[config.mk]
export PLATFORM = sky130hd
export DESIGN_NAME = intra_filter_acc
export DESIGN_NICKNAME = d
export VERILOG_FILES = /design/src/rtl/intra_pkg.sv /design/src/rtl/intra_round_clip.sv /design/src/rtl/intra_filter_acc.sv
export SDC_FILE = /design/constraint.sdc
export NUM_CORES = 1
export LEC_CHECK = 0
export ABC_AREA = 1
export CORE_UTILIZATION = 45
export DETAILED_ROUTE_END_ITERATION = 8
export MAX_ROUTING_LAYER = met4
export PLACE_DENSITY = 0.75
export RECOVER_POWER = 25
export SLEW_MARGIN = 30
export SYNTH_ARGS = -nofsm -noshare
export SYNTH_HDL_FRONTEND = slang
export SYNTH_HIERARCHICAL = 1
export SYNTH_SLANG_ARGS = --single-unit
[constraint.sdc]
create_clock -name clk -period 2.3 [get_ports clk]
set_input_delay 0.46 -clock clk [delete_from_list [all_inputs] [get_ports clk]]
set_output_delay 0.46 -clock clk [all_outputs]
set_load 0.01 [all_outputs]
[src/rtl/intra_pkg.sv]
// Shared defaults for the intra angular prediction datapath.
package intra_pkg;
  localparam int BLOCK_W   = 16;
  localparam int PROD_W    = 16;
  localparam int SHIFT     = 6;
  localparam int PIX_W     = 8;
  localparam int SUM_W     = PROD_W + 2;
  localparam int ROUND_OFS = 1 << (SHIFT - 1);
endpackage

[src/rtl/intra_round_clip.sv]
// Combinational round, arithmetic shift and clip of a filter sum to an unsigned pixel.
// Shared by the angular, planar and DC prediction paths.
module intra_round_clip #(
  parameter int SUM_W = intra_pkg::SUM_W,
  parameter int SHIFT = intra_pkg::SHIFT,
  parameter int PIX_W = intra_pkg::PIX_W
) (
  input  logic signed [SUM_W-1:0] sum,
  output logic        [PIX_W-1:0] pix,
  output logic                    clipped
);
  import intra_pkg::*;

  localparam logic signed [SUM_W:0] RND = (SUM_W+1)'(1 << (SHIFT - 1));

  // One guard bit so the rounding offset cannot wrap a near-maximum sum.
  function automatic logic signed [SUM_W:0] round_shift(input logic signed [SUM_W-1:0] s);
    logic signed [SUM_W:0] t;
    t = (SUM_W+1)'(s) + RND;
    return t >>> SHIFT;
  endfunction

  // Returns {clipped, pixel}.
  function automatic logic [PIX_W:0] saturate(input logic signed [SUM_W:0] r);
    if (r[SUM_W])
      return {1'b1, {PIX_W{1'b0}}};
    else if (|r[SUM_W-1:PIX_W])
      return {1'b1, {PIX_W{1'b1}}};
    else
      return {1'b0, r[PIX_W-1:0]};
  endfunction

  logic signed [SUM_W:0] r;

  assign r              = round_shift(sum);
  assign {clipped, pix} = saturate(r);
endmodule

[src/rtl/intra_filter_acc.sv]
// Sums four MCM tap products per predicted sample, rounds/clips to a pixel, flags row ends.
// Optional clipped-output statistics counter: define INTRA_FILTER_CLIP_STATS_EN.
module intra_filter_acc #(
  parameter int BLOCK_W = intra_pkg::BLOCK_W,
  parameter int PROD_W  = intra_pkg::PROD_W,
  parameter int SHIFT   = intra_pkg::SHIFT,
  parameter int PIX_W   = intra_pkg::PIX_W
) (
  input  logic                     clk,
  input  logic                     rst_n,
  input  logic                     in_valid,
  output logic                     in_ready,
  input  logic                     in_sof,
  input  logic signed [PROD_W-1:0] in_p0,
  input  logic signed [PROD_W-1:0] in_p1,
  input  logic signed [PROD_W-1:0] in_p2,
  input  logic signed [PROD_W-1:0] in_p3,
  output logic                     out_valid,
  input  logic                     out_ready,
  output logic        [PIX_W-1:0]  out_pix,
  output logic                     out_last
`ifdef INTRA_FILTER_CLIP_STATS_EN
  ,
  input  logic                     clip_clr,
  output logic        [15:0]       clip_cnt
`endif
);
  import intra_pkg::*;

  localparam int SUM_W = PROD_W + 2;
  localparam int CNT_W = (BLOCK_W > 1) ? $clog2(BLOCK_W) : 1;

  logic                    vld_p1, vld_p2;
  logic signed [SUM_W-1:0] sum_p1;
  logic                    last_p1, last_p2;
  logic        [PIX_W-1:0] pix_p2;
  logic                    clip_p2;
  logic        [CNT_W-1:0] cnt, idx;
  logic                    last_in, acc, s1_adv, s2_adv;
  logic        [PIX_W-1:0] pix_rc;
  logic                    clip_rc;

  assign s2_adv   = !vld_p2 | out_ready;
  assign s1_adv   = !vld_p1 | s2_adv;
  assign in_ready = s1_adv;
  assign acc      = in_valid & s1_adv;

  // A start-of-block sample is index 0 regardless of where the previous row stopped.
  assign idx     = in_sof ? '0 : cnt;
  assign last_in = (idx == CNT_W'(BLOCK_W - 1));

  // ---- Stage 1: tap sum ----
  always_ff @(posedge clk or negedge rst_n) begin
    if (!rst_n) begin
      vld_p1  <= 1'b0;
      last_p1 <= 1'b0;
      cnt     <= '0;
    end else begin
      if (s1_adv) begin
        vld_p1 <= in_valid;
        if (in_valid)
          last_p1 <= last_in;
      end
      if (acc)
        cnt <= last_in ? '0 : idx + 1'b1;
    end
  end

  always_ff @(posedge clk) begin
    if (acc)
      sum_p1 <= SUM_W'(in_p0) + SUM_W'(in_p1) + SUM_W'(in_p2) + SUM_W'(in_p3);
  end

  intra_round_clip #(
    .SUM_W (SUM_W),
    .SHIFT (SHIFT),
    .PIX_W (PIX_W)
  ) u_round_clip (
    .sum     (sum_p1),
    .pix     (pix_rc),
    .clipped (clip_rc)
  );

  // ---- Stage 2: rounded, clipped pixel ----
  always_ff @(posedge clk or negedge rst_n) begin
    if (!rst_n) begin
      vld_p2  <= 1'b0;
      pix_p2  <= '0;
      last_p2 <= 1'b0;
      clip_p2 <= 1'b0;
    end else if (s2_adv) begin
      vld_p2 <= vld_p1;
      if (vld_p1) begin
        pix_p2  <= pix_rc;
        last_p2 <= last_p1;
        clip_p2 <= clip_rc;
      end
    end
  end

  assign out_valid = vld_p2;
  assign out_pix   = pix_p2;
  assign out_last  = last_p2;

`ifdef INTRA_FILTER_CLIP_STATS_EN
  // Counts clipped pixels as they leave; a clear beats a same-cycle increment.
  always_ff @(posedge clk or negedge rst_n) begin
    if (!rst_n)
      clip_cnt <= '0;
    else if (clip_clr)
      clip_cnt <= '0;
    else if (vld_p2 && out_ready && clip_p2 && (clip_cnt != 16'hFFFF))
      clip_cnt <= clip_cnt + 16'd1;
  end
`else
  logic unused_clip;
  assign unused_clip = clip_p2;
`endif
endmodule

==> reports/metrics.csv <==
stage;metric;value;unit
routing;drt first pass iters;4;
final_layout;final net count;692;
routing;vias per cell;4.61;
grt;global-route wire length before repair;13200;µm
timing;fin crit share;116;%
placement;Final GP Congestion;0.835;
final_layout;Design Area, Final;5100;µm²
power_and_ir_drop;P_leak;2.63;nW
final_layout;total area of sequential cells;791;µm²
final_layout;final cell utilization of the core;68.8;%
worst_setup_path;Worst EP required;2330;ps
die;core area;7410;µm²
grt;total grt overflow;0;
die;I/O pin total;80;
die;die area;8180;µm²
die;die height;90.5;µm
die;Starting Density;47.5;%
worst_setup_path;Slowest cell on crit path;fa_1;
run;maximum capacitance violations;0;
power_and_ir_drop;Total Power;4.37;mW
clock_network;CTS Buf Count;5;
final_layout;ANT cells;0;
timing;fmax;375;MHz
run_status;status;complete, but fails checks;
worst_setup_path;Setup CP Type;in -> reg;
clock_network;Clock Sinks;29;
grt;initial antenna violation count;0;
placement;count of input and output buffers;79;
worst_setup_path;critical path arrival;2700;ps
routing;starting DRC count in detailed routing;65;
routing;total number of vias;3092;
run_status;failing checks;setup timing;
grt;vias in the first global route;3205;
timing;Worst Max-Slew Pin Slew;722;ps
grt;GR Util All Layers;20.1;%
worst_setup_path;worst path cell trace;buf_6, fa_1, fa_1, ha_2, fa_2, nand2_2, nand2_4, nand3b_1, nand2_2, nand2_2, nand2_1, nand2_1, nand2_1;
power_and_ir_drop;Peak supply drop;0.000337;V
die;Die W;90.5;µm
timing;Final Skew;6.16;ps
final_layout;FILL cells;568;
clock_network;CTS tree;yes;
clock_network;worst-skew pair later-pin latency;280;ps
worst_setup_path;startpoint class of the critical path;input pin;
synthesis;synthesized area per cell;7.60;µm²
routing;WL final;7410;µm
worst_setup_path;Max stage delay on crit path;560;ps
synthesis;cells after synthesis;463;
worst_hold_path;Hold WC Path Type;reg -> reg;
clock_network;htree depth;2;
placement;dpl ws;-1000;ps
placement;DP HPWL;5920;µm
timing;slew margin rel.;51.7;%
worst_setup_path;CP Max Fanout;3;
die;FP Rows;31;
synthesis;Syn Nets;584;
placement;placed inst area;4700;µm²
worst_setup_path;Critical Path Sink Type;flip-flop;
final_layout;area grow syn2layout;44.7;%
routing;# DRC;0;
timing;count of final hold-check violations;0;
routing;Post-DRT Antenna Nets;0;
grt;largest net degree at the start of global routing;21;
clock_network;clock root buffer;clkbuf_8;
routing;mean routed wirelength per cell;11.0;µm
timing;setup violators final;13;
clock_network;clk slew on worst S/H paths;70;ps
clock_network;Max Root-Sink Buffers;2;
synthesis;yosys warns;6;
timing;unrepaired setup endpoints after global routing;yes;
final_layout;share of cells above drive strength 1;37.6;%
timing;final worst-path setup slack;-367;ps
timing;max-slew violation count;0;
final_layout;footprint of the multi-input gates;2620;µm²
power_and_ir_drop;pwr/cell area;857;nW/µm²
timing;Final Critical Period;2670;ps
synthesis;Post-Syn Area;3520;µm²
area by class of cell:
type	instances	area share [%]
Inverter	154	11.4
Clock inverter	3	0.319
Multi-Input combinational cell	280	51.3
Sequential cell	29	15.5
Tap cell	99	2.43
Clock buffer	5	1.35
Timing Repair Buffer	101	17.6
metal layers:
metal	routed length, µm	track usage, %	vias to the layer above
met5	0	-	-
met4	129	6.05	0
met3	173	2.27	14
met2	4270	40.1	62
met1	2840	20.2	1462
li1	-	-	1554
placed cells by master, fill, tap and decap left out, types with 5 or more instances in the layout:
cell	n
xor2_1	9
clkbuf_8	5
clkdlybuf4s50_1	29
fa_1	27
nor2_1	11
nand2_4	15
clkdlybuf4s15_1	18
nand3_1	18
clkbuf_2	7
nor2_2	5
nand2_1	72
inv_1	112
mux2_2	9
xnor2_1	5
edfxtp_1	13
nand3_2	6
buf_6	7
ha_4	15
inv_2	40
fa_2	6
buf_4	19
nand2_2	44
dfrtp_1	16
buf_2	6
dlygate4sd2_1	10
metrics by stage:
| stage | hold slack [ps] | setup TNS [ps] | instances |
|---|---|---|---|
| floorplan | 164 | -3680 | 463 |
| global route | 529 | -4460 | 671 |
| CTS | 491 | -3530 | 667 |
| finish | 486 | -3260 | 671 |
| detailed placement | 476 | -11760 | 654 |
| global placement | 475 | -11060 | 654 |
critical path, delay by kind of cell:
kind                       cells  cell delay [ps]
buffers and inverters          1               90
and+or+nand+nor                8              610
adders and majority gates      4             1540
final timing paths:
kind | slack, ps | from | endpoint | depth (start not counted)
max | -370 | in_p2[1] | sum_p1[11] | 13
min | 490 | last_p1 | last_p1 | 1
max reg2reg | 430 | sum_p1[6] | out_pix[7] | 11
min reg2reg | 490 | last_p1 | last_p1 | 1
max in group asynchronous | 1170 | rst_n | out_pix[6] | 1
min in group asynchronous | 670 | rst_n | cnt[2] | 1
state kept, by name, summed over array words and instances, names as in the netlist:
name,cells
out_valid,1
vld_p1,1
sum_p1,13
out_pix,8
cnt,4
out_last,1
last_p1,1
where the power goes:
group          internal (mW)  leakage, nW  switching [mW]
sequential             0.802        0.320           0.146
combinational           1.40         2.27            1.61
clock                  0.209       0.0482           0.198
total                   2.41         2.63            1.95
repair_timing:
| action | 4_1_cts | 5_1_grt |
|---|---|---|
| resized for setup | 189 | 44 |
| buffers inserted | 5 | 4 |
| setup endpoints to repair | 13 | 13 |
| pin swaps | 118 | 44 |
| hold buffers | 0 | 0 |
Power figures use the tool's default switching activity.
